--- config.mk ---
export PLATFORM = sky130hd
export DESIGN_NAME = cci_mpf_csr_mgr_flat
export DESIGN_NICKNAME = d
export VERILOG_FILES = /design/src/rtl/cci_mpf_csrs_pkg.sv /design/src/rtl/cci_mpf_csrs.sv /design/src/rtl/cci_mpf_csr_rsp_fifo.sv /design/src/rtl/cci_mpf_csr_mgr.sv /design/src/flat_wrapper.sv
export SDC_FILE = /design/constraint.sdc
export NUM_CORES = 1
export LEC_CHECK = 0
export ABC_AREA = 1
export BUFFER_PORTS_ARGS = -buffer_cell sky130_fd_sc_hd__buf_2
export CORE_ASPECT_RATIO = 0.8
export CORE_UTILIZATION = 35
export CTS_CLUSTER_DIAMETER = 200
export DETAILED_ROUTE_END_ITERATION = 7
export PLACE_DENSITY = 0.6
export SLEW_MARGIN = 20
export SYNTH_ARGS = -nofsm -noshare
export SYNTH_HDL_FRONTEND = slang
export SYNTH_HIERARCHICAL = 1
export SYNTH_SLANG_ARGS = --single-unit
export TNS_END_PERCENT = 10
--- constraint.sdc ---
create_clock -name clk -period 5.5 [get_ports clk]
set_clock_uncertainty 0.15 [all_clocks]
set_input_delay 0.825 -clock clk [delete_from_list [all_inputs] [get_ports clk]]
set_output_delay 0.825 -clock clk [all_outputs]
set_load 0.005 [all_outputs]
--- src/rtl/cci_mpf_csrs_pkg.sv ---
// Shared MPF CSR types, register byte offsets and read-response record.
package cci_mpf_csrs_pkg;

  localparam int CCI_CLADDR_WIDTH = 42;
  typedef logic [CCI_CLADDR_WIDTH-1:0] t_cci_claddr;

  typedef struct packed {
    logic inval_translation_cache;
    logic enabled;
  } t_cci_mpf_vtp_csr_mode;

  typedef logic [63:0] t_cci_mpf_csr_cnt;
  typedef logic [63:0] t_cci_mmio_data;
  typedef logic [8:0]  t_cci_mmio_tid;

  localparam int MODE_W   = $bits(t_cci_mpf_vtp_csr_mode);
  localparam int CLADDR_W = $bits(t_cci_claddr);

  localparam logic [5:0] CCI_MPF_CSR_VTP_MODE                 = 6'h00;
  localparam logic [5:0] CCI_MPF_CSR_VTP_PAGE_TABLE_BASE      = 6'h08;
  localparam logic [5:0] CCI_MPF_CSR_VTP_OUT_NUM_HITS         = 6'h10;
  localparam logic [5:0] CCI_MPF_CSR_VTP_OUT_NUM_MISSES       = 6'h18;
  localparam logic [5:0] CCI_MPF_CSR_WRO_OUT_NUM_WRITES       = 6'h20;
  localparam logic [5:0] CCI_MPF_CSR_WRO_OUT_NUM_READS        = 6'h28;
  localparam logic [5:0] CCI_MPF_CSR_WRO_OUT_NUM_WR_CONFLICTS = 6'h30;
  localparam logic [5:0] CCI_MPF_CSR_WRO_OUT_NUM_RD_CONFLICTS = 6'h38;

  typedef struct packed {
    t_cci_mmio_data data;
    t_cci_mmio_tid  tid;
  } t_cci_mpf_csr_rsp;

  // An odd DWORD read returns the upper half right-justified.
  function automatic logic [63:0] csr_dword_sel(input logic [63:0] r, input logic hi);
    return hi ? {32'b0, r[63:32]} : r;
  endfunction

endpackage

--- src/rtl/cci_mpf_csrs.sv ---
// Control/statistics bundle between the CSR manager and the VTP/WRO shims.
interface cci_mpf_csrs;
  import cci_mpf_csrs_pkg::*;

  t_cci_mpf_vtp_csr_mode vtp_in_mode;
  t_cci_claddr           vtp_in_page_table_base;
  logic                  vtp_in_page_table_base_valid;

  t_cci_mpf_csr_cnt vtp_out_num_hits;
  t_cci_mpf_csr_cnt vtp_out_num_misses;
  t_cci_mpf_csr_cnt wro_out_num_writes;
  t_cci_mpf_csr_cnt wro_out_num_reads;
  t_cci_mpf_csr_cnt wro_out_num_write_conflicts;
  t_cci_mpf_csr_cnt wro_out_num_read_conflicts;

  modport csr (
    output vtp_in_mode, vtp_in_page_table_base, vtp_in_page_table_base_valid,
    input  vtp_out_num_hits, vtp_out_num_misses,
           wro_out_num_writes, wro_out_num_reads,
           wro_out_num_write_conflicts, wro_out_num_read_conflicts
  );

  modport shim (
    input  vtp_in_mode, vtp_in_page_table_base, vtp_in_page_table_base_valid,
    output vtp_out_num_hits, vtp_out_num_misses,
           wro_out_num_writes, wro_out_num_reads,
           wro_out_num_write_conflicts, wro_out_num_read_conflicts
  );

endinterface

--- src/rtl/cci_mpf_csr_rsp_fifo.sv ---
// Show-ahead response FIFO: head visible the cycle after enqueue; caller must not
// enqueue when full unless dequeuing in the same cycle.
module cci_mpf_csr_rsp_fifo
  import cci_mpf_csrs_pkg::*;
#(
  parameter int DEPTH = 8
)
(
  input  logic             clk,
  input  logic             reset,
  input  logic             enq_en,
  input  t_cci_mpf_csr_rsp enq_data,
  input  logic             deq_en,
  output t_cci_mpf_csr_rsp first,
  output logic             notEmpty,
  output logic             full
);

  localparam int AW = $clog2(DEPTH);
  localparam logic [AW-1:0] PTR_ONE  = 1;
  localparam logic [AW:0]   CNT_ONE  = 1;
  localparam logic [AW:0]   CNT_FULL = (AW+1)'(DEPTH);

  t_cci_mpf_csr_rsp mem_q [DEPTH];
  logic [AW-1:0] rd_ptr_q, rd_ptr_d, wr_ptr_q, wr_ptr_d;
  logic [AW:0]   cnt_q, cnt_d;

  always_comb begin
    rd_ptr_d = rd_ptr_q;
    wr_ptr_d = wr_ptr_q;
    cnt_d    = cnt_q;
    if (enq_en) wr_ptr_d = wr_ptr_q + PTR_ONE;
    if (deq_en) rd_ptr_d = rd_ptr_q + PTR_ONE;
    case ({enq_en, deq_en})
      2'b10:   cnt_d = cnt_q + CNT_ONE;
      2'b01:   cnt_d = cnt_q - CNT_ONE;
      default: cnt_d = cnt_q;
    endcase
  end

  always_ff @(posedge clk or posedge reset) begin
    if (reset) begin
      rd_ptr_q <= '0;
      wr_ptr_q <= '0;
      cnt_q    <= '0;
    end else begin
      rd_ptr_q <= rd_ptr_d;
      wr_ptr_q <= wr_ptr_d;
      cnt_q    <= cnt_d;
    end
  end

  // Storage needs no reset: only slots behind a valid count are ever observed.
  always_ff @(posedge clk) begin
    if (enq_en) mem_q[wr_ptr_q] <= enq_data;
  end

  assign first    = mem_q[rd_ptr_q];
  assign notEmpty = (cnt_q != '0);
  assign full     = (cnt_q == CNT_FULL);

endmodule

--- src/rtl/cci_mpf_csr_mgr.sv ---
// MPF CSR manager: MMIO writes -> VTP control regs (1 cycle); MMIO reads -> stats
// responses 2 cycles later via a FIFO drained by rsp_ready; reads on a full FIFO drop and flag.
module cci_mpf_csr_mgr
  import cci_mpf_csrs_pkg::*;
#(
  parameter logic [15:0] CSR_BASE       = 16'h0100,
  parameter int          RSP_FIFO_DEPTH = 8
)
(
  input  logic        clk,
  input  logic        reset,
  input  logic        mmio_wr_valid,
  input  logic [15:0] mmio_wr_addr,
  input  logic        mmio_wr_is_64,
  input  logic [63:0] mmio_wr_data,
  input  logic        mmio_rd_valid,
  input  logic [15:0] mmio_rd_addr,
  input  logic [8:0]  mmio_rd_tid,
  output logic        rsp_valid,
  output logic [63:0] rsp_data,
  output logic [8:0]  rsp_tid,
  input  logic        rsp_ready,
  output logic        err_rsp_overflow,
  cci_mpf_csrs.csr    csrs
);

  logic [15:0] wr_off, rd_off;
  logic        wr_hit, rd_hit, wr_hi, rd_hi;
  logic [5:0]  wr_reg, rd_reg;

  assign wr_off = mmio_wr_addr - CSR_BASE;
  assign rd_off = mmio_rd_addr - CSR_BASE;
  assign wr_hit = (wr_off[15:4] == '0);
  assign rd_hit = (rd_off[15:4] == '0);
  assign wr_hi  = wr_off[0];
  assign rd_hi  = rd_off[0];
  assign wr_reg = {wr_off[3:1], 3'b000};
  assign rd_reg = {rd_off[3:1], 3'b000};

  t_cci_mpf_vtp_csr_mode mode_q, mode_d;
  t_cci_claddr           base_q, base_d;
  logic [31:0]           shadow_q, shadow_d;
  logic                  base_vld_q, base_vld_d;
  logic [63:0]           base_cat;
  logic                  unused_wr_bits;

  assign base_cat       = {mmio_wr_data[31:0], shadow_q};
  assign unused_wr_bits = ^mmio_wr_data[63:CLADDR_W];

  always_comb begin
    mode_d     = mode_q;
    base_d     = base_q;
    shadow_d   = shadow_q;
    base_vld_d = base_vld_q;
    if (mmio_wr_valid && wr_hit) begin
      case (wr_reg)
        CCI_MPF_CSR_VTP_MODE: begin
          if (!wr_hi) mode_d = mmio_wr_data[MODE_W-1:0];
        end
        CCI_MPF_CSR_VTP_PAGE_TABLE_BASE: begin
          if (mmio_wr_is_64) begin
            if (!wr_hi) begin
              base_d     = mmio_wr_data[CLADDR_W-1:0];
              base_vld_d = 1'b1;
            end
          end else if (!wr_hi) begin
            shadow_d = mmio_wr_data[31:0];
          end else begin
            base_d     = base_cat[CLADDR_W-1:0];
            base_vld_d = 1'b1;
          end
        end
        default: ;
      endcase
    end
  end

  logic [63:0] rd_reg_val;

  always_comb begin
    rd_reg_val = '0;
    case (rd_reg)
      CCI_MPF_CSR_VTP_MODE:                 rd_reg_val = 64'(mode_q);
      CCI_MPF_CSR_VTP_PAGE_TABLE_BASE:      rd_reg_val = 64'(base_q);
      CCI_MPF_CSR_VTP_OUT_NUM_HITS:         rd_reg_val = csrs.vtp_out_num_hits;
      CCI_MPF_CSR_VTP_OUT_NUM_MISSES:       rd_reg_val = csrs.vtp_out_num_misses;
      CCI_MPF_CSR_WRO_OUT_NUM_WRITES:       rd_reg_val = csrs.wro_out_num_writes;
      CCI_MPF_CSR_WRO_OUT_NUM_READS:        rd_reg_val = csrs.wro_out_num_reads;
      CCI_MPF_CSR_WRO_OUT_NUM_WR_CONFLICTS: rd_reg_val = csrs.wro_out_num_write_conflicts;
      CCI_MPF_CSR_WRO_OUT_NUM_RD_CONFLICTS: rd_reg_val = csrs.wro_out_num_read_conflicts;
      default:                              rd_reg_val = '0;
    endcase
  end

  t_cci_mpf_csr_rsp stg_q, stg_d, fifo_first;
  logic             stg_vld_q, stg_vld_d;
  logic             err_q, err_d;
  logic             fifo_enq, fifo_deq, fifo_full, fifo_not_empty;

  assign fifo_deq = fifo_not_empty && rsp_ready;
  // A dequeue in the same cycle frees the slot, so a full FIFO can still accept.
  assign fifo_enq = stg_vld_q && (!fifo_full || fifo_deq);

  always_comb begin
    stg_vld_d  = mmio_rd_valid && rd_hit;
    stg_d.data = csr_dword_sel(rd_reg_val, rd_hi);
    stg_d.tid  = mmio_rd_tid;
    err_d      = err_q || (stg_vld_q && !fifo_enq);
  end

  always_ff @(posedge clk or posedge reset) begin
    if (reset) begin
      mode_q     <= '0;
      base_q     <= '0;
      shadow_q   <= '0;
      base_vld_q <= 1'b0;
      stg_vld_q  <= 1'b0;
      stg_q      <= '0;
      err_q      <= 1'b0;
    end else begin
      mode_q     <= mode_d;
      base_q     <= base_d;
      shadow_q   <= shadow_d;
      base_vld_q <= base_vld_d;
      stg_vld_q  <= stg_vld_d;
      stg_q      <= stg_d;
      err_q      <= err_d;
    end
  end

  cci_mpf_csr_rsp_fifo #(.DEPTH(RSP_FIFO_DEPTH)) u_rsp_fifo (
    .clk      (clk),
    .reset    (reset),
    .enq_en   (fifo_enq),
    .enq_data (stg_q),
    .deq_en   (fifo_deq),
    .first    (fifo_first),
    .notEmpty (fifo_not_empty),
    .full     (fifo_full)
  );

  assign rsp_valid        = fifo_not_empty;
  assign rsp_data         = fifo_first.data;
  assign rsp_tid          = fifo_first.tid;
  assign err_rsp_overflow = err_q;

  assign csrs.vtp_in_mode                  = mode_q;
  assign csrs.vtp_in_page_table_base       = base_q;
  assign csrs.vtp_in_page_table_base_valid = base_vld_q;

endmodule

--- src/flat_wrapper.sv ---
// flat-port wrapper written by rule: the top's interface ports become plain ports
module cci_mpf_csr_mgr_flat import cci_mpf_csrs_pkg::*;
#(
  parameter logic [15:0] CSR_BASE       = 16'h0100,
  parameter int          RSP_FIFO_DEPTH = 8
)
  (clk, reset, mmio_wr_valid, mmio_wr_addr, mmio_wr_is_64, mmio_wr_data, mmio_rd_valid, mmio_rd_addr, mmio_rd_tid, rsp_valid, rsp_data, rsp_tid, rsp_ready, err_rsp_overflow, csrs_vtp_in_mode, csrs_vtp_in_page_table_base, csrs_vtp_in_page_table_base_valid, csrs_vtp_out_num_hits, csrs_vtp_out_num_misses, csrs_wro_out_num_writes, csrs_wro_out_num_reads, csrs_wro_out_num_write_conflicts, csrs_wro_out_num_read_conflicts);
  cci_mpf_csrs csrs_i ();
  input  logic clk;
  input  logic reset;
  input  logic mmio_wr_valid;
  input  logic [15:0] mmio_wr_addr;
  input  logic mmio_wr_is_64;
  input  logic [63:0] mmio_wr_data;
  input  logic mmio_rd_valid;
  input  logic [15:0] mmio_rd_addr;
  input  logic [8:0] mmio_rd_tid;
  output logic rsp_valid;
  output logic [63:0] rsp_data;
  output logic [8:0] rsp_tid;
  input  logic rsp_ready;
  output logic err_rsp_overflow;
  output wire logic [$bits(csrs_i.vtp_in_mode)-1:0] csrs_vtp_in_mode;
  output wire logic [$bits(csrs_i.vtp_in_page_table_base)-1:0] csrs_vtp_in_page_table_base;
  output wire logic [$bits(csrs_i.vtp_in_page_table_base_valid)-1:0] csrs_vtp_in_page_table_base_valid;
  input wire logic [$bits(csrs_i.vtp_out_num_hits)-1:0] csrs_vtp_out_num_hits;
  input wire logic [$bits(csrs_i.vtp_out_num_misses)-1:0] csrs_vtp_out_num_misses;
  input wire logic [$bits(csrs_i.wro_out_num_writes)-1:0] csrs_wro_out_num_writes;
  input wire logic [$bits(csrs_i.wro_out_num_reads)-1:0] csrs_wro_out_num_reads;
  input wire logic [$bits(csrs_i.wro_out_num_write_conflicts)-1:0] csrs_wro_out_num_write_conflicts;
  input wire logic [$bits(csrs_i.wro_out_num_read_conflicts)-1:0] csrs_wro_out_num_read_conflicts;
  assign csrs_vtp_in_mode = csrs_i.vtp_in_mode;
  assign csrs_vtp_in_page_table_base = csrs_i.vtp_in_page_table_base;
  assign csrs_vtp_in_page_table_base_valid = csrs_i.vtp_in_page_table_base_valid;
  assign csrs_i.vtp_out_num_hits = csrs_vtp_out_num_hits;
  assign csrs_i.vtp_out_num_misses = csrs_vtp_out_num_misses;
  assign csrs_i.wro_out_num_writes = csrs_wro_out_num_writes;
  assign csrs_i.wro_out_num_reads = csrs_wro_out_num_reads;
  assign csrs_i.wro_out_num_write_conflicts = csrs_wro_out_num_write_conflicts;
  assign csrs_i.wro_out_num_read_conflicts = csrs_wro_out_num_read_conflicts;
  cci_mpf_csr_mgr #(.CSR_BASE(CSR_BASE), .RSP_FIFO_DEPTH(RSP_FIFO_DEPTH)) u_core (.clk(clk), .reset(reset), .mmio_wr_valid(mmio_wr_valid), .mmio_wr_addr(mmio_wr_addr), .mmio_wr_is_64(mmio_wr_is_64), .mmio_wr_data(mmio_wr_data), .mmio_rd_valid(mmio_rd_valid), .mmio_rd_addr(mmio_rd_addr), .mmio_rd_tid(mmio_rd_tid), .rsp_valid(rsp_valid), .rsp_data(rsp_data), .rsp_tid(rsp_tid), .rsp_ready(rsp_ready), .err_rsp_overflow(err_rsp_overflow), .csrs(csrs_i));
endmodule
=== Word-level counts from Yosys, hierarchy flattened ===
Memory sizes are Yosys's and may differ from the RTL's.
Cells that the tools add are included.

* Mux-type cells: 11
* Reductions and logical operators: 19
* Bitwise gates (word level): 2
* Equality and inequality tests: 12
* $add $sub $neg: 6

{| class="wikitable"
|+ Operator list
! operator !! count
|-
| 64-bit case mux with 8 select lines || 1
|-
| 42-bit two-way mux || 3
|-
| 64-bit two-way mux || 1
|-
| 16-bit by 9-bit subtractor with 16-bit output (second input constant) || 2
|-
| 12-bit zero test || 2
|-
| 3-bit == test (second input constant) || 4
|-
| 6-bit zero test || 2
|-
| 4-bit case mux with 2 select lines || 1
|-
| 4-bit AND reduction || 2
|-
| 3-bit by 1-bit adder with 3-bit output (second input constant) || 2
|-
| 3-bit by 1-bit == test with 1-bit output (second input constant) || 2
|-
| 3-bit by 2-bit == test with 1-bit output (second input constant) || 2
|-
| 1-bit logical AND || 5
|-
| 1-bit two-way mux || 5
|-
| 4-bit by 1-bit adder with 4-bit output (second input constant) || 1
|-
| 4-bit == test (second input constant) || 1
|-
| 2-bit nonzero test || 2
|-
| 4-bit nonzero test || 1
|-
| 4-bit by 1-bit subtractor with 4-bit output (second input constant) || 1
|-
| 3-bit AND reduction || 1
|-
| 2-bit by 1-bit == test with 1-bit output (second input constant) || 1
|-
| 2-bit == test (second input constant) || 1
|-
| 1-bit zero test || 2
|-
| 1-bit logical OR || 2
|-
| other kinds (2) || 3
|}

* Input port bits: 495
* Memories: 1
* Logic and storage cells: 63
* Memory bits (writable): 584
* Flip-flop bits (word level): 162

{| class="wikitable"
|+ Memories
! name !! words !! width !! rd ports !! clocked after Yosys merged registers in !! write ports !! line !! RTL
|-
| u_core.u_rsp_fifo.mem_q || 8 || 73 || 1 || 0 || 1 || cci_mpf_csr_rsp_fifo.sv:24 || <nowiki>t_cci_mpf_csr_rsp mem_q [DEPTH];</nowiki>
|}

=== Depth between registers and ports, before layout ===
Gate-level depths: netlist of the first run.

* Depth in word-level cells: 7
* Gate-level depth with buffers: 14

=== Cells and area by module ===
Netlist of the first run, hierarchy kept.

{| class="wikitable"
|+ By module, submodules not included
! module !! area each (um^2) !! times used !! cells an instance
|-
| cci_mpf_csr_rsp_fifo || 23,342.4 || 1 || 1,870
|-
| cci_mpf_csr_mgr || 11,105.7 || 1 || 1,681
|}

=== Worst setup path before layout of the first run ===
No wires, ideal clock.

* Kind: input-to-reg
* Start: input rsp_ready
* End: memory u_core/u_rsp_fifo/mem_q[0][0] in the netlist's numbering, enable pin
* Arrival time: 4.756 ns
* Cell stages on the path: 5
* Path slack: 0.090 ns
* Buffers on the path: 0
* Library setup time: 0.505 ns
* Path through: nand2_1 -> a21boi_0 -> inv_1 -> or2_2 -> nor2_1

* Word-level cells in the longest chain between the ends: 5

{| class="wikitable"
|+ RTL lines
! item !! line !! RTL
|-
| start: declaration || flat_wrapper.sv:21 || <nowiki>input logic rsp_ready;</nowiki>
|-
| 1-bit logical AND || cci_mpf_csr_mgr.sv:100 || <nowiki>assign fifo_deq = fifo_not_empty && rsp_ready;</nowiki>
|-
| 1-bit logical OR || cci_mpf_csr_mgr.sv:102 || <nowiki>assign fifo_enq = stg_vld_q && (!fifo_full || fifo_deq);</nowiki>
|-
| 1-bit logical AND || cci_mpf_csr_mgr.sv:102 ||
|-
| net u_core.fifo_enq || cci_mpf_csr_mgr.sv:98 || <nowiki>logic fifo_enq, fifo_deq, fifo_full, fifo_not_empty;</nowiki>
|-
| 1-bit two-way mux || cci_mpf_csr_rsp_fifo.sv:55 || <nowiki>if (enq_en) mem_q[wr_ptr_q] <= enq_data;</nowiki>
|-
| 1-bit two-way mux (not written as such) || cci_mpf_csr_rsp_fifo.sv:55 ||
|-
| end: declaration || cci_mpf_csr_rsp_fifo.sv:24 ||
|}

The timed path passes the listed nets, and every way through them passes these cells.

=== Worst setup path after layout of the first run ===
* Start: register u_core.u_rsp_fifo.rd_ptr_q[0]
* End: output rsp_data[36]

* Word-level cells in the longest chain between the ends: 1

{| class="wikitable"
|+ RTL lines
! item !! line !! RTL
|-
| start: declaration || cci_mpf_csr_rsp_fifo.sv:25 || <nowiki>logic [AW-1:0] rd_ptr_q, rd_ptr_d, wr_ptr_q, wr_ptr_d;</nowiki>
|-
| start signal: assignment || cci_mpf_csr_rsp_fifo.sv:47 || <nowiki>rd_ptr_q <= rd_ptr_d;</nowiki>
|-
| memory read 8 x 73 bit || n/a ||
|-
| end: declaration || flat_wrapper.sv:19 || <nowiki>output logic [63:0] rsp_data;</nowiki>
|}

No other way between the ends.

==> results.cfg, run 1 <==
[timing]
rsz0062_at_grt = false
finalCriticalPeriod_ps = 4190
worst_slew_pin_slew_ps = 1140
slew-limit-headroom = 0.239
drv_slew = 0
min_period_over_period = 0.763
setup-violations-final = 0
fin_setup_tns_ps = 0
finalHoldViolations = 0
fmax_mhz = 238

[placement]
io_buffers = 592
place_inst = 5212
gp_congestion = 0.911
dp_hpwl_mm = 74.6

[clocking]
clk_latency_ps = 640
cts_sinks = 746
htreeDepth = 3
cts_resized = 0
path_clk_slew_ps = 60
holdBufCountCts = 0
cts_max_path_buffers = 3
clockRootBuffer = clkbuf_16
cts_buffers = 77
cts_tree = done
post-cts-setup-buffers = 0

[synthesis]
syn_area_mm2 = 0.0344
seq_area_frac_synth = 0.627
synth_area_leader_cell = edfxtp_1
syn_inst = 3551
synth_edf_count = 584
synth_area_leaders = edfxtp_1, dfrtp_1, nand2_1, nor2_1, nand4_1
syn-num-nets = 4052
yosysTopAreaCellShare = 0.509
ys_types = 37
syn_area_per_cell_um2 = 9.70
synth_ff_type = edfxtp_1
yosysWarningCount = 6
ys_async_sr_fraction = 0.217
ys_ff_latch = 746

[drt]
wl_per_cell_um = 21.4
vias = 27800
routed_wl_mm = 115
firstDrtPassIters = 5
vias_per_cell = 5.19
drcViolationCount = 0
dr.first_iter.drc_count = 2468
antenna_left = 0

[worst_setup_path]
worstSetupStartpointType = register
cp_max_fo = 89
end_kind = output pin
arrival_ps = 3220
path_class = reg2out
critPathRequiredTime_ps = 4530

[flow_run]
drv_cap = 0

[floorplan]
die_w_um = 353
ioPinCount = 615
num_rows = 102
initial_core_util = 0.355
die_area_mm2 = 0.0997
dieHeight_um = 283
core_area_mm2 = 0.0971

[cells_and_area]
nets = 4492
finalNonFillerCells = 5358
area_growth_pct = 18.2
drive_above_1_share = 0.199
final.fill_count = 9452

[global_routing]
antenna_found_initial = 24
track_usage = 0.222
grt_max_degree = 146
grt_pass1_vias = 25400
grt-ovfl-total = 0
grt_pass1_wl_mm = 165

[min_path]
worstHoldPathType = in2async

[run_status]
outcome = finished, final reports clean

[power]
p_leak_nw = 17.4
p_per_area_mw_per_mm2 = 404
ir_worst_vdd_mv = 0.318
## metal layers
layer	vias up	track usage	wire, um
met1	13400	0.303	49800
met3	197	0.0394	7420
li1	13200	-	-
met4	18	0.0848	4300
met2	988	0.354	53100
met5	-	0	114
## area by class of cell
type	instances	area [um^2]	area share
Antenna cell	6	15.0	0.000369
Tap cell	1300	1630	0.0400
Inverter	92	360	0.00885
Clock inverter	36	335	0.00824
Clock buffer	104	2130	0.0523
Sequential cell	746	21600	0.531
Multi-Input combinational cell	2436	11100	0.272
Timing Repair Buffer	638	3560	0.0876
## power breakdown
group	total, mW	leakage [nW]	internal (mW)	switching [mW]
registers	6.47	7.49	6.22	0.245
logic	4.94	8.70	1.57	3.37
clock network	5.05	1.20	2.85	2.20
total	16.5	17.4	10.6	5.82
## worst paths after layout
path,from,end,slack (ps),cells after the start
worst max-delay path,u_core/u_rsp_fifo/rd_ptr_q[0],rsp_data[36],1310,6
worst min-delay path,reset,u_core/u_rsp_fifo/cnt_q[2],70,2
worst max register to register,u_core/u_rsp_fifo/cnt_q[0],u_core/u_rsp_fifo/mem_q[4][49],2150,8
worst min register to register,u_core/csrs.vtp_in_page_table_base_valid,u_core/csrs.vtp_in_page_table_base_valid,320,2
max in group asynchronous,reset,u_core/csrs.vtp_in_page_table_base[9],3880,3
min in group clk,mmio_rd_tid[0],u_core/stg_q[0],140,1
## sequential cells by signal, summed over array words and instances, names as in the netlist
| register | flops |
|---|---|
| u_core/stg_q | 73 |
| u_core/u_rsp_fifo/rd_ptr_q | 3 |
| u_core/u_rsp_fifo/cnt_q | 4 |
| u_core/csrs.vtp_in_page_table_base | 42 |
| u_core/csrs.vtp_in_page_table_base_valid | 1 |
| u_core/shadow_q | 32 |
| u_core/stg_vld_q | 1 |
| u_core/err_rsp_overflow | 1 |
| u_core/u_rsp_fifo/mem_q | 584 |
| u_core/u_rsp_fifo/wr_ptr_q | 3 |
| u_core/csrs.vtp_in_mode | 2 |
## cell usage in the layout, fill, tap and decap left out, types with 11 or more instances in the layout
| cell type | n |
|---|---|
| nand2_1 | 857 |
| nor2_1 | 609 |
| buf_2 | 589 |
| edfxtp_1 | 584 |
| nand4_1 | 353 |
| o21ai_0 | 291 |
| dfrtp_1 | 159 |
| o21ai_1 | 149 |
| inv_1 | 82 |
| clkbuf_16 | 79 |
| nand3_1 | 75 |
| a21oi_1 | 36 |
| buf_4 | 27 |
| a21oi_2 | 20 |
| clkbuf_1 | 19 |
| buf_12 | 19 |
| clkinv_1 | 14 |
| nor2_4 | 11 |
| nor2_2 | 11 |
## cells in the mapped netlist, drive strengths merged (3+ instances only)
cell type and count:
nand3 77, a21oi 56, edfxtp 584, nand2 857, inv 91, ha 6
nor2 631, dfrtp 162, o21ai 440, buf 195, clkbuf 82, xor2 3
nand4 355
## critical path, cell delays in order, from the launching register on
cell	delay, ps
dfrtp_4	660
buf_4	790
o21ai_0	200
o21ai_0	250
nand2_1	80
nand2_1	300
buf_2	190
## per-stage QoR
stage               utilization  setup slack, ps  instance area, um^2  power [mW]  hold WS (ps)
finish                    0.419             1310                40700        16.5          71.1
global route              0.419             1120                40700        17.4          67.7
CTS                       0.419             1310                40700        16.6          43.4
detailed placement        0.394             1560                38200        11.6           299
global placement          0.394             1560                38200        11.5           298
floorplan                     -             89.9                34400        9.53           300
## logic make-up (layout without fill, tap and decap cells)
logic type / count (synthesis) / in the layout / share of synthesized area
AND/OR/NAND/NOR: 1925 / 1925 / 0.241
flip-flops: 746 / 746 / 0.627
AO/OA/AOI/OAI: 499 / 499 / 0.0749
buffers and inverters: 369 / 870 / 0.0535
adder cells (fa/ha/maj): 6 / 6 / 0.00218
XOR/XNOR: 5 / 5 / 0.00127
multiplexers: 1 / 1 / 0.000327
other: 0 / 6 / 0
Power figures use the tool's default switching activity.
==> run 2: changes to the inputs <==
--- a/config.mk
+++ b/config.mk
@@ -5,13 +5,13 @@
 export SDC_FILE = /design/constraint.sdc
 export NUM_CORES = 1
 export LEC_CHECK = 0
-export ABC_AREA = 1
+export ABC_AREA = 0
 export BUFFER_PORTS_ARGS = -buffer_cell sky130_fd_sc_hd__buf_2
 export CORE_ASPECT_RATIO = 0.8
 export CORE_UTILIZATION = 35
 export CTS_CLUSTER_DIAMETER = 200
 export DETAILED_ROUTE_END_ITERATION = 7
-export PLACE_DENSITY = 0.6
+export PLACE_DENSITY = 0.59
 export SLEW_MARGIN = 20
 export SYNTH_ARGS = -nofsm -noshare
 export SYNTH_HDL_FRONTEND = slang
==> constraint.sdc (replaced) <==
create_clock -name clk -period 4.4 [get_ports clk]
set_clock_uncertainty 0.15 [all_clocks]
set_input_delay 0.66 -clock clk [delete_from_list [all_inputs] [get_ports clk]]
set_output_delay 0.66 -clock clk [all_outputs]
set_load 0.005 [all_outputs]
==> run 2 against run 1 <==
Against the previous run: synthesized cell count decreased by 51%; final cell count down 32%; critical path type unchanged; highest routed layer unchanged; first-iteration DRC count decreased by 30%; routed wire length shrank 5.2%; global-route usage is 0.61 points higher; register-to-register slack got worse by 930 ps; combinational power down 4.3%; critical path depth down 2; largest power group unchanged.
==> results.cfg, run 2 <==
[run_status]
outcome = finished, final reports clean

[drt]
antenna_left = 0
vias = 19400
firstDrtPassIters = 5
wl_per_cell_um = 29.8
vias_per_cell = 5.33
dr.first_iter.drc_count = 1739
routed_wl_mm = 109
drcViolationCount = 0

[synthesis]
synth_compound_area_frac = 0.0523
syn_area_mm2 = 0.0322
yosysMostFrequentCell = edfxtp_1
syn_area_per_cell_um2 = 18.6
ys_types = 68
synth_area_leaders = edfxtp_1, dfrtp_1, mux4_2, mux2_2, mux2_4
synth_ff_type = edfxtp_1
ys_async_sr_fraction = 0.217
synth_top_family_by_area = multiplexers
syn_inst = 1736
yosysTopAreaCellShare = 0.544
ys_ff_latch = 746
seq_area_frac_synth = 0.670
synth_area_leader_cell = edfxtp_1
synth_xor_area_frac = 0.00190
yosysWarningCount = 6
ys_top_cells_by_count = edfxtp_1, mux2_2, dfrtp_1
syn-num-nets = 2237
synth-simple-area-share = 0.0225
synthMuxAreaShare = 0.226
synth_adder_area_share = 0.00233
synth_edf_count = 584

[clocking]
cts_max_path_buffers = 3
cts_buffers = 79
cts_resized = 0
clockRootBuffer = clkbuf_16
clk_latency_ps = 630
path_clk_slew_ps = 60
htreeDepth = 3
cts_tree = done
cts_sinks = 746

[placement]
dpl-instance-area_mm2 = 0.0367
io_buffers = 592
place_inst = 3469
dp_hpwl_mm = 78.1
gp_congestion = 0.900

[floorplan]
core_area_mm2 = 0.0912
initial_core_util = 0.354
num_rows = 99
die_w_um = 341
dieHeight_um = 273
die_area_mm2 = 0.0934
ioPinCount = 615

[cells_and_area]
final.fill_count = 8170
largest_reg_flops = 584
drive_above_1_share = 0.496
mostFrequentLayoutCell = buf_2
nets = 2849
largest_register = u_core/u_rsp_fifo/mem_q
area_growth_pct = 22.5
layout_common_cells = buf_2, edfxtp_1, mux2_2
finalNonFillerCells = 3648
finalInstanceArea_mm2 = 0.0395

[timing]
fin_setup_tns_ps = 0
setup-violations-final = 0
slew-limit-headroom = 0.322
timing.hold.ws_ps = 127
drv_slew = 0
finalCriticalPeriod_ps = 3690
rsz0062_at_grt = false
fmax_mhz = 271
min_period_over_period = 0.839
finalHoldViolations = 0
worst_slew_pin_slew_ps = 1020

[worst_setup_path]
worstSetupStartpointType = register
cpPeakStageDelay_ps = 770
critPathRequiredTime_ps = 3590
path_class = reg2out
end_kind = output pin
critPathBufInv = 2
reg2reg_slack_ps = 1220
cp_top_family = multiplexers
arrival_ps = 2880
slowest_stage = dfrtp_4
path_cells = buf_4, mux4_2, mux2_2, buf_2
cp_max_fo = 24

[power]
p_per_area_mw_per_mm2 = 497
power.total_mw = 19.6
ir_worst_vdd_mv = 0.280
p_leak_nw = 15.3

[global_routing]
track_usage = 0.229
grt-ovfl-total = 0
grt_max_degree = 97
grt_pass1_wl_mm = 150
grt_pass1_vias = 19700
antenna_found_initial = 63

[min_path]
worstHoldPathType = in2reg

[flow_run]
drv_cap = 0
==> run 2: path summary, 6_finish.rpt <==
| path | startpoint | end | cells after the start |
|---|---|---|---|
| max | u_core/u_rsp_fifo/rd_ptr_q[0] | rsp_tid[6] | 4 |
| min | mmio_wr_data[16] | u_core/shadow_q[16] | 2 |
| max reg2reg | u_core/u_rsp_fifo/cnt_q[0] | u_core/u_rsp_fifo/cnt_q[3] | 9 |
| min reg2reg | u_core/err_rsp_overflow | u_core/err_rsp_overflow | 1 |
| max in group asynchronous | reset | u_core/stg_q[43] | 4 |
| min in group asynchronous | reset | u_core/u_rsp_fifo/rd_ptr_q[0] | 3 |
==> run 2: layout make-up <==
cell class	count	area, um^2	area share
Antenna cell	27	67.6	0.00171
Timing Repair Buffer	655	3720	0.0942
Clock buffer	102	2210	0.0559
Sequential cell	746	21600	0.547
Multi-Input combinational cell	857	9930	0.251
Clock inverter	40	405	0.0103
Tap cell	1212	1520	0.0384
Inverter	9	41.3	0.00105
==> run 2: per-layer routing <==
layer / vias up / track usage / routed length (um)
li1: 8327 / - / -
met1: 10100 / 0.304 / 44700
met2: 742 / 0.358 / 51000
met3: 210 / 0.0664 / 9350
met4: 44 / 0.0788 / 3460
met5: - / 0 / 277
==> run 2: per-stage QoR <==
step,util,setup slack [ps]
final,0.433,707
after CTS,0.432,603
after floorplan,-,-760
after global routing,0.433,524
after detailed placement,0.403,1140
after global placement,0.403,1220
==> run 2: repair_timing <==
action | CTS | global route
setup endpoints to repair | 0 | 0
buffers inserted | 0 | 0
hold endpoints to repair | 18 | 1
hold buffers | 9 | 1
==> run 2: logic make-up after synthesis <==
group / after synthesis
adder cells (fa/ha/maj): 6
AND/OR/NAND/NOR: 126
buffers and inverters: 133
AO/OA/AOI/OAI: 234
flip-flops: 746
XOR/XNOR: 7
multiplexers: 484
==> run 2: where the power goes <==
part	internal, mW	switching (mW)
clock	3.87	2.85
sequential	7.77	0.414
combinational	2.46	2.27
total	14.1	5.53
==> run 3: changes to the inputs <==
==> constraint.sdc (replaced) <==
create_clock -name clk -period 3.5 [get_ports clk]
set_clock_uncertainty 0.15 [all_clocks]
set_input_delay 0.525 -clock clk [delete_from_list [all_inputs] [get_ports clk]]
set_output_delay 0.525 -clock clk [all_outputs]
set_load 0.005 [all_outputs]
==> run 3 against run 2 <==
Against the previous run: worst setup slack lost 400 ps; first-iteration DRC count grew 3.8%; sequential power grew 23%; combinational power grew 36%; final cell count grew 1.9%; die area is the same; critical path depth is the same; worst hold slack lost 90 ps; critical endpoint is now rsp_data[12].
==> results.cfg, run 3 (synthesis gave the netlist of run 2 again) <==
[placement]
io_buffers = 592
place_inst = 3523
dpl-instance-area_mm2 = 0.0372
gp_congestion = 0.914
dp_hpwl_mm = 79.0

[cells_and_area]
largest_reg_flops = 584
nets = 2930
area_growth_pct = 24.5
drive_above_1_share = 0.502
final.fill_count = 8105
finalNonFillerCells = 3717
finalInstanceArea_mm2 = 0.0401
largest_register = u_core/u_rsp_fifo/mem_q
mostFrequentLayoutCell = buf_2
layout_common_cells = buf_2, edfxtp_1, mux2_2

[timing]
finalCriticalPeriod_ps = 3190
finalHoldViolations = 0
timing.hold.ws_ps = 36.9
drv_slew = 0
fmax_mhz = 313
rsz0062_at_grt = false
min_period_over_period = 0.912
setup-violations-final = 0
slew-limit-headroom = 0.343
worst_slew_pin_slew_ps = 984
fin_setup_tns_ps = 0

[drt]
wl_per_cell_um = 29.4
antenna_left = 0
routed_wl_mm = 109
dr.first_iter.drc_count = 1805
vias_per_cell = 5.33
drcViolationCount = 0
vias = 19800
firstDrtPassIters = 5

[worst_setup_path]
end_kind = output pin
path_class = reg2out
cp_max_fo = 23
worstSetupStartpointType = register
path_cells = buf_4, mux4_2, mux2_2, buf_2
cpPeakStageDelay_ps = 770
critPathBufInv = 2
cp_top_family = flip-flops
arrival_ps = 2520
slowest_stage = dfrtp_4
critPathRequiredTime_ps = 2820

[power]
comb_power_share = 0.260
p_per_area_mw_per_mm2 = 617
p_leak_nw = 15.7
power.total_mw = 24.8
seq_power_share = 0.408
p_clk_frac = 0.332
switching_share = 0.278
p_switching_mw = 6.89
intPower_mw = 17.9
ir_worst_vdd_mv = 0.353

[clocking]
cts_tree = done
htreeDepth = 3
cts_max_path_buffers = 3
cts_sinks = 746
clk_latency_ps = 620
path_clk_slew_ps = 70
clockRootBuffer = clkbuf_16
cts_buffers = 78

[global_routing]
grt_pass1_vias = 20200
track_usage = 0.230
grt-ovfl-total = 0
grt_pass1_wl_mm = 152
antenna_found_initial = 45
grt_max_degree = 74

[floorplan]
core_area_mm2 = 0.0912
dieHeight_um = 273
die_area_mm2 = 0.0934
num_rows = 99
die_w_um = 341
ioPinCount = 615
initial_core_util = 0.354

[flow_run]
drv_cap = 0

[min_path]
worstHoldPathType = in2reg

[run_status]
outcome = finished, final reports clean
run 3: cell count changes in the layout (fill, tap and decap cells not counted), moves of 2 or more:
cell / previous run / this run
buf_6: 1 / 3
clkbuf_1: 12 / 17
buf_12: 19 / 27
clkbuf_8: 9 / 5
buf_4: 36 / 85
bufinv_16: 5 / 7
clkinv_2: 9 / 13
diode_2: 27 / 12
clkbuf_16: 82 / 79
inv_8: 2 / 0
clkinvlp_4: 5 / 7
clkinv_8: 4 / 2
dlygate4sd3_1: 10 / 33
run 3: final timing paths:
path                                                     from                            end  slack [ps]  cells after the start
worst max-delay path            u_core/u_rsp_fifo/rd_ptr_q[1]                   rsp_data[12]         310                      4
worst min-delay path                          mmio_wr_data[3]             u_core/shadow_q[3]          40                      2
max in group asynchronous                               reset               u_core/stg_q[51]        1860                      4
worst min register to register        u_core/err_rsp_overflow        u_core/err_rsp_overflow         320                      1
worst max register to register     u_core/u_rsp_fifo/cnt_q[0]     u_core/u_rsp_fifo/cnt_q[3]         370                      8
min in group asynchronous                               reset  u_core/u_rsp_fifo/wr_ptr_q[0]         350                      3
run 3: power groups by stage:
stage                     clock [mW]  combinational (mW)  sequential (mW)
after global placement             0                6.30             10.4
after floorplan                    0                3.98             10.1
after CTS                       8.37                6.55             10.2
final                           8.22                6.43             10.1
after detailed placement           0                6.33             10.4
after global routing            8.74                6.86             10.2
run 3: metrics by stage:
stage / setup slack [ps] / util
after floorplan: -168 / -
after global placement: 369 / 0.408
after detailed placement: 448 / 0.408
after CTS: 51.8 / 0.440
after global routing: 171 / 0.440
final: 309 / 0.440
run 3: worst register-to-register path, delay by kind of cell, from the launching register on:
| family | cells | cell delay (ps) |
|---|---|---|
| flops | 1 | 460 |
| buf+inv | 1 | 130 |
| simple gates | 3 | 1200 |
| fa+ha+maj | 1 | 280 |
| compound gates | 3 | 770 |
run 3: repair_timing:
item,4_1_cts,5_1_grt
endpoints found under the setup margin,10,1
hold buffers,33,0
gates resized for setup,2,0
hold endpoints to repair,42,0
setup buffers,4,1
run 3: area by class of cell:
class / instances / area (um^2) / share of cell area
inverter: 9 / 37.5 / 0.000935
multi-input combinational: 857 / 9930 / 0.247
timing repair buffer: 737 / 4500 / 0.112
clock inverter: 44 / 434 / 0.0108
antenna: 12 / 30.0 / 0.000748
sequential: 746 / 21600 / 0.538
clock buffer: 100 / 2100 / 0.0522
tap: 1212 / 1520 / 0.0378
run 3: per-layer routing:
metal | GRT usage | up-vias | part of all wire
met5 | 0 | - | 0.0031
met2 | 0.371 | 783 | 0.48
met3 | 0.0650 | 181 | 0.083
met1 | 0.303 | 10300 | 0.41
met4 | 0.0688 | 54 | 0.028
li1 | - | 8483 | -
